### src/rtl/pc_sequencer.sv
// pc_sequencer: program counter sequencer with start/halt control, branch
// redirection with a single bubble cycle, and a valid/ready fetch handshake.
// All state, including pc and wrap, is registered; fetch_valid and busy are
// decoded from the state register, so every output changes only on clk edges.

module pc_sequencer #(
   parameter int unsigned      WIDTH    = 8,
   parameter int unsigned      STEP     = 1,
   parameter logic [WIDTH-1:0] RESET_PC = '0
) (
   input  logic             clk,
   input  logic             reset,
   input  logic             start,
   input  logic             halt,
   input  logic             br_valid,
   input  logic [WIDTH-1:0] br_target,
   input  logic             fetch_ready,
   output logic             fetch_valid,
   output logic [WIDTH-1:0] pc,
   output logic             busy,
   output logic             wrap
);

   // One extra bit so the carry out of pc + STEP is visible as the wrap flag.
   localparam logic [WIDTH:0] STEP_EXT = (WIDTH+1)'(STEP);

   typedef enum logic [1:0] {
      StIdle   = 2'd0,
      StRun    = 2'd1,
      StBranch = 2'd2,
      StHalted = 2'd3
   } state_e;

   state_e           state_q, state_d;
   logic [WIDTH-1:0] pc_q, pc_d;
   logic             wrap_q, wrap_d;
   logic [WIDTH:0]   pc_inc;

   assign pc_inc = {1'b0, pc_q} + STEP_EXT;

   // State, pc and wrap registers with synchronous reset.
   always_ff @(posedge clk) begin
      if (reset) begin
         state_q <= StIdle;
         pc_q    <= RESET_PC;
         wrap_q  <= 1'b0;
      end else begin
         state_q <= state_d;
         pc_q    <= pc_d;
         wrap_q  <= wrap_d;
      end
   end

   // Next-state and next-pc: halt > br_valid > start > fetch handshake.
   always_comb begin
      state_d = state_q;
      pc_d    = pc_q;
      wrap_d  = 1'b0;
      unique case (state_q)
         StIdle: begin
            // halt has no meaning before sequencing has begun.
            if (br_valid) begin
               pc_d = br_target;
            end else if (start) begin
               state_d = StRun;
            end
         end
         StRun: begin
            if (halt) begin
               state_d = StHalted;
            end else if (br_valid) begin
               // A same-cycle handshake is dropped; the target is offered after the bubble.
               pc_d    = br_target;
               state_d = StBranch;
            end else if (fetch_ready) begin
               pc_d   = pc_inc[WIDTH-1:0];
               wrap_d = pc_inc[WIDTH];
            end
         end
         StBranch: begin
            if (halt) begin
               state_d = StHalted;
            end else if (br_valid) begin
               // Back-to-back branch restarts the bubble at the new target.
               pc_d = br_target;
            end else begin
               state_d = StRun;
            end
         end
         StHalted: begin
            if (!halt) begin
               if (br_valid) begin
                  pc_d = br_target;
               end else if (start) begin
                  state_d = StRun;
               end
            end
         end
         default: begin
            state_d = StIdle;
         end
      endcase
   end

   // Outputs decoded straight from registered state.
   always_comb begin
      fetch_valid = (state_q == StRun);
      busy        = (state_q == StRun) || (state_q == StBranch);
      pc          = pc_q;
      wrap        = wrap_q;
   end

endmodule

### config.mk
export PLATFORM = sky130hd
export DESIGN_NAME = pc_sequencer
export DESIGN_NICKNAME = d
export VERILOG_FILES = /design/src/rtl/pc_sequencer.sv
export SDC_FILE = /design/constraint.sdc
export NUM_CORES = 1
export LEC_CHECK = 0
export ABC_AREA = 1
export CORE_MARGIN = 5
export CORE_UTILIZATION = 41
export DETAILED_ROUTE_END_ITERATION = 10
export GPL_TIMING_DRIVEN = 0
export HOLD_SLACK_MARGIN = 0.12
export PLACE_DENSITY = 0.76
export SYNTH_ARGS = -nofsm -noshare
export SYNTH_HDL_FRONTEND = slang
export SYNTH_SLANG_ARGS = --single-unit
### constraint.sdc
create_clock -name clk -period 1.4 [get_ports clk]
set_input_delay 0.42 -clock clk [delete_from_list [all_inputs] [get_ports clk]]
set_output_delay 0.42 -clock clk [all_outputs]
set_load 0.02 [all_outputs]
* Word level (Yosys, flattened, before mapping)
Cells that the tools add are included.
W data, S select, Z words.
** Word-level totals
- Input port bits :: 14
- Output and inout port bits :: 11
- Logic and storage cells :: 35
- Register bits :: 11
** Operators by class
- Add/subtract/negate cells :: 1
- Reductions and logical operators :: 6
- Bitwise logic cells :: 2
- Multiplexer cells :: 14
- Eq/ne operators :: 9
** Operators with widths (number)
- $mux W8 :: 5
- $pmux W8 S3 :: 1
- $mux W2 :: 7
- $add A8 B1 Y9 const B :: 1
- $ne A3 B3 Y1 const B :: 3
- $pmux W2 S4 :: 1
- $ne A2 B2 Y1 const B :: 3
- $reduce_and A3 Y1 :: 2
- $reduce_or A5 Y1 :: 1
- $eq A2 B2 Y1 const B :: 2
- $eq A2 B1 Y1 const B :: 1
- $logic_not A2 Y1 :: 1
- $not A1 Y1 :: 2
- $reduce_or A2 Y1 :: 1
- $logic_or A1 B1 Y1 :: 1

* Logic depth before layout (Yosys ltp)
Gate-level depths: netlist (run 1).
- Depth in word-level cells :: 5
- Gate-level depth with buffers :: 10
- Mapped depth without buffers :: 10

* Worst setup path before layout (run 1)
OpenSTA, ideal clock, no wires.
- Path kind :: reg2reg
- Start :: register state_q[1]
- End :: register pc_q[6], in the netlist pc[6]
- Required time :: 1285 ps
- Data arrival time :: 1260 ps
- Buffers on the path :: 0
- Cell stages (with the launch flop) :: 9
- Period minus slack after synthesis :: 1375 ps
- Library setup time :: 115 ps
- Setup slack :: 25 ps
- Cell sequence :: dfxtp_1 > inv_1 > ha_1 > nand2_1 > nand3_4 > nor2_8 > nand2_1 > a21oi_1 > nor2_1
** On the way
- Word-level cells in the longest chain between the ends :: 4
- Elaborated cells on any way between the ends :: 10
- Classes of those cells :: eq/ne (6); mux (1); reduce/logical (3)
** Ends and longest elaborated chain
- from (decl) :: RTL line 34 : state_e state_q, state_d;
- from (signal assigned) :: RTL line 44 : state_q <= StIdle;
- from (signal assigned) :: RTL line 48 : state_q <= state_d;
- $eq A2 B2 Y1 :: RTL line 59 : unique case (state_q)
- $reduce_or A2 Y1 (no line)
- $ne A2 B2 Y1 (no line)
- $reduce_and A3 Y1 (no line)
- to (signal assigned) :: RTL line 49 : pc_q <= pc_d;
- to (decl) :: RTL line 35 : logic [WIDTH-1:0] pc_q, pc_d;
Several ways; a longest one is shown, not always the timed one.
A chain may end at the register's enable or synchronous reset.

* Worst setup path after layout (run 1)
- Start :: register state_q[0]
- End :: output port busy
** On the way
- Word-level cells in the longest chain between the ends :: 2
- Elaborated cells on any way between the ends :: 3
- Classes of those cells :: eq/ne (2); reduce/logical (1)
** Ends and longest elaborated chain
- $eq A2 B1 Y1 or $eq A2 B2 Y1 (tied branches) :: RTL line 108 : busy = (state_q == StRun) || (state_q == StBranch);
- $logic_or A1 B1 Y1 * :: RTL line 108
- to (decl) :: RTL line 20 : output logic busy,
Mark *: on every way between the ends. The rest lies on a longest branch, timed or not.

==> metrics.csv, run 1 <==
metric,value,unit
status,finished with violations,
violations,setup timing,
finalMaxSlewViolations,0,
power_density,1510,nW/um2
viasPerCell,4.91,
syn_nets,149,
drt_iter0_drc,21,
fin_cells,192,
critPathCaptureType,output port,
area_growth,55.8,%
antenna_cells,0,
cp.required,0.98,ns
leakagePower,0.588,nW
crit_path_max_fanout,4,
clock_path_buffers,2,
finalPower,1.97,mW
antenna_found_initial,0,
clock_sinks,11,
cts_tree,yes,
path_class,reg -> out,
yosysWarnings,0,
period_share,110,%
synthDistinctLibCells,22,
syn_area_per_cell,6.48,um2
setup_tns,-0.246,ns
final_area,1300,um2
grt_start_max_net_pins,11,
root_buffer,clkbuf_4,
routed_wl,2340,um
route.detailed.drc,0,
design.core.area,1960,um2
wire_per_inst,12.2,um
yosysSeqAreaShare,26.3,%
postPlaceCellArea,1110,um2
initial_core_util,42.6,%
finalWorstSetupSlack,-0.134,ns
met2_usage,28.5,%
fmax,652,MHz
setup_viol,3,
cp-start-kind,flip-flop,
layout_commonest_cell,nand2_1,
clock_skew,0.00783,ns
hp-class,reg -> reg,
hold_ws,0.484,ns
worstMarginPinSlew,0.337,ns
port_buffers,24,
routabilityCongestion,0.858,
htree_levels,1,
ant_nets,0,
rows,16,
grt_pass1_vias,846,
grt_first_pass_wirelength,3710,um
io_pins,25,
mostFrequentLayoutCells,"nand2_1, nor2_1, clkdlybuf4s50_1",
dieArea,3040,um2
drv_cap,0,
slew_headroom,77.5,%
dpl.cell_count,180,
crit_arrival,1.11,ns
track_usage,17.4,%
grt.busiest_layer,met2,
numCtsBuffers,3,
dpl.hpwl,1640,um
clock_latency,0.28,ns
irDropWorstVdd,0.918,mV
met1_usage,21.5,%
ys_seq_elements,11,
num-nets-final,186,
drt_pre_antenna_iters,4,
rsz0062_at_grt,yes,
clk_pin_slew,0.07,ns
synth_cells,129,
period_needed,1.53,ns
chipHeight,55.2,um
grt_overflow,0,
final_hold_viol_count,0,
vias,943,
die_w,55.2,um
grtUsageMet3,6.17,%
drive_above_1_share,37.6,%
syn-cell-area,836,um2
[stage by stage]
stage          setup slack [ns]  util [%]
6_report                 -0.134      66.4
5_1_grt                  -0.169      66.4
4_1_cts                  -0.193      60.9
3_5_place_dp             -0.511      56.6
3_3_place_gp             -0.455      56.6
2_1_floorplan            0.0254         -
[critical path, cell delays in order (launching register included)]
cell and delay, ns:
dfxtp_4 0.38, inv_4 0.05, ha_4 0.25, inv_2 0.04, buf_6 0.12
[per-layer routing]
metal / wire length, um / part of all wire, % / vias to the layer above
met3: 200 / 8.5 / 7
met4: 40 / 1.7 / 0
li1: - / - / 483
met5: 0 / 0 / -
met2: 1080 / 46 / 30
met1: 1020 / 44 / 423
[sequential cells by signal, summed over array words and instances, names as in the netlist]
register	cells
pc	8
state_q	2
wrap	1
[repair_timing]
item | 4_1_cts | 5_1_grt
hold buffers | 0 | 0
pin swaps | 4 | 10
buffers inserted | 1 | 5
cloned | 1 | 1
resized for setup | 51 | 29
setup endpoints to repair | 21 | 16
[logic make-up after synthesis]
logic type | Yosys count | share of synthesized area [%]
buffers and inverters | 17 | 8.53
flip-flops | 11 | 26.3
AO/OA/AOI/OAI | 17 | 10.9
AND/OR/NAND/NOR | 78 | 45.2
adder cells (fa/ha/maj) | 6 | 8.98
[where the power goes]
group / internal, mW / total (mW) / switching, mW
logic: 0.541 / 1.21 / 0.670
clock network: 0.111 / 0.232 / 0.122
registers: 0.415 / 0.525 / 0.110
[Yosys cell counts (all sizes together)]
master | n | area, um2
or2 | 1 | 6.26
nor2 | 19 | 90.1
inv | 16 | 60.1
ha | 6 | 75.1
o21bai | 1 | 7.51
nand4 | 3 | 25.0
o21ai | 8 | 40.0
dfxtp | 11 | 220
nor3 | 3 | 15.0
a21oi | 8 | 43.8
buf | 1 | 11.3
nand3 | 11 | 72.6
nand2 | 41 | 169
[final timing paths]
check | slack, ns | endpoint | start | cells after the start
worst min register to register | 0.48 | pc[4] | pc[4] | 2
worst min-delay path | 0.48 | pc[4] | pc[4] | 2
worst max register to register | -0.01 | pc[7] | state_q[0] | 10
worst max-delay path | -0.13 | busy | state_q[0] | 4
[area by class of cell]
cell class              count  area (um2)
multi-input cells         102         651
flip-flops and latches     11         235
fillers                   174         659
plain buffers               1        11.3
inverters                  16        62.6
well taps                  27        33.8
clock buffers               4        26.3
repair buffers             31         283
No activity file was read; power rests on OpenSTA's default activity.
==> run 2, diff against run 1 <==
Settings changed: MAX_ROUTING_LAYER set to met4.
==> metrics.csv, run 2 (synthesis results as in run 1) <==
metric,value,unit
status,finished with violations,
violations,setup timing,
setup_viol,3,
drt_iter0_drc,19,
hp-class,reg -> reg,
irDropWorstVdd,0.918,mV
layout_commonest_cell,nand2_1,
period_share,110,%
final_hold_viol_count,0,
postCtsHoldBufs,0,
largest_reg_flops,8,
fmax,652,MHz
path_buf_inv,3,
grt_overflow,0,
die_w,55.2,um
antenna_found_initial,0,
critPathCaptureType,output port,
cp-start-kind,flip-flop,
cp.required,0.98,ns
postPlaceCellArea,1110,um2
wire_per_inst,12.2,um
clock_latency,0.28,ns
dpl.hpwl,1640,um
route.detailed.drc,0,
initial_core_util,42.6,%
drt_pre_antenna_iters,4,
ant_nets,0,
routabilityCongestion,0.872,
path_class,reg -> out,
drv_cap,0,
clk_pin_slew,0.07,ns
routed_wl,2340,um
slew_headroom,77.5,%
io_pins,25,
area_growth,55.8,%
leakagePower,0.588,nW
chipHeight,55.2,um
mostFrequentLayoutCells,"nand2_1, nor2_1, clkdlybuf4s50_1",
rows,16,
antenna_cells,0,
design.core.area,1960,um2
power_density,1510,nW/um2
critPathSlowestCell,dfxtp_4,
post-place-ws,-0.511,ns
grt_pass1_vias,841,
finalWorstSetupSlack,-0.134,ns
clock_path_buffers,2,
cts_tree,yes,
track_usage,17.9,%
crit_path_max_fanout,4,
dieArea,3040,um2
period_needed,1.53,ns
num-nets-final,186,
grt_first_pass_wirelength,3710,um
rsz0062_at_grt,yes,
finalMaxSlewViolations,0,
vias,939,
htree_levels,1,
final_area,1300,um2
numCtsBuffers,3,
worstMarginPinSlew,0.337,ns
port_buffers,24,
cpLargestDelayFamily,flip-flops,
clock_sinks,11,
viasPerCell,4.89,
crit_arrival,1.11,ns
grt_start_max_net_pins,11,
root_buffer,clkbuf_4,
drive_above_1_share,37.6,%
cp_slowest_stage_delay,0.38,ns
path_cells,inv_4 > ha_4 > inv_2 > buf_6,
clock_skew,0.00847,ns
## run 2: path summary, 6_finish.rpt
kind	start	endpoint	slack (ns)	cells past startpoint
hold / removal	pc[4]	pc[4]	0.48	2
setup reg to reg	state_q[0]	pc[7]	-0.01	10
setup / recovery	state_q[0]	busy	-0.13	4
hold reg to reg	pc[4]	pc[4]	0.48	2
## run 2: area by class of cell
class,instances,area (um2)
plain buffers,1,11.3
clock buffers,4,26.3
fillers,174,659
inverters,16,62.6
multi-input cells,102,651
flip-flops and latches,11,235
well taps,27,33.8
repair buffers,31,283
## run 2: worst min-delay path: stages (launching register included)
cell	delay (ns)
dfxtp_1	0.33
inv_1	0.07
a21oi_2	0.05
## run 2: metrics by stage
step	hold slack, ns	instances	power [mW]	setup TNS, ns	utilization [%]
global route	0.500	192	2.14	-0.792	66.4
global placement	0.456	180	1.42	-3.96	56.6
detailed placement	0.463	180	1.44	-4.31	56.6
CTS	0.475	186	1.77	-0.351	60.9
finish	0.484	192	1.97	-0.244	66.4
floorplan	0.482	129	1.11	0	-
## run 2: layer usage
layer / track usage, % / wire (um) / vias to the layer above
li1: - / - / 483
met4: 4.86 / 39 / 0
met3: 6.17 / 176 / 7
met2: 28.5 / 1080 / 29
met5: - / 0 / -
met1: 21.5 / 1040 / 420
## run 2: what timing repair did
item                       4_1_cts  5_1_grt
pin swaps                        4       10
buffers inserted                 1        5
setup endpoints to repair       21       16
gates cloned                     1        1
resized for setup               51       29
## run 2: power breakdown
part	leakage [nW]	switching, mW	internal, mW	total, mW
Combinational	0.479	0.669	0.541	1.21
Sequential	0.0941	0.110	0.415	0.525
Clock	0.0150	0.121	0.111	0.232
Total	0.588	0.900	1.07	1.97
==> run 3, diff against run 2 <==
Settings changed: CAP_MARGIN set to 20.
==> results of run 3 <==
Same layout as run 2: the final DEF is identical, and so are final timing and power.
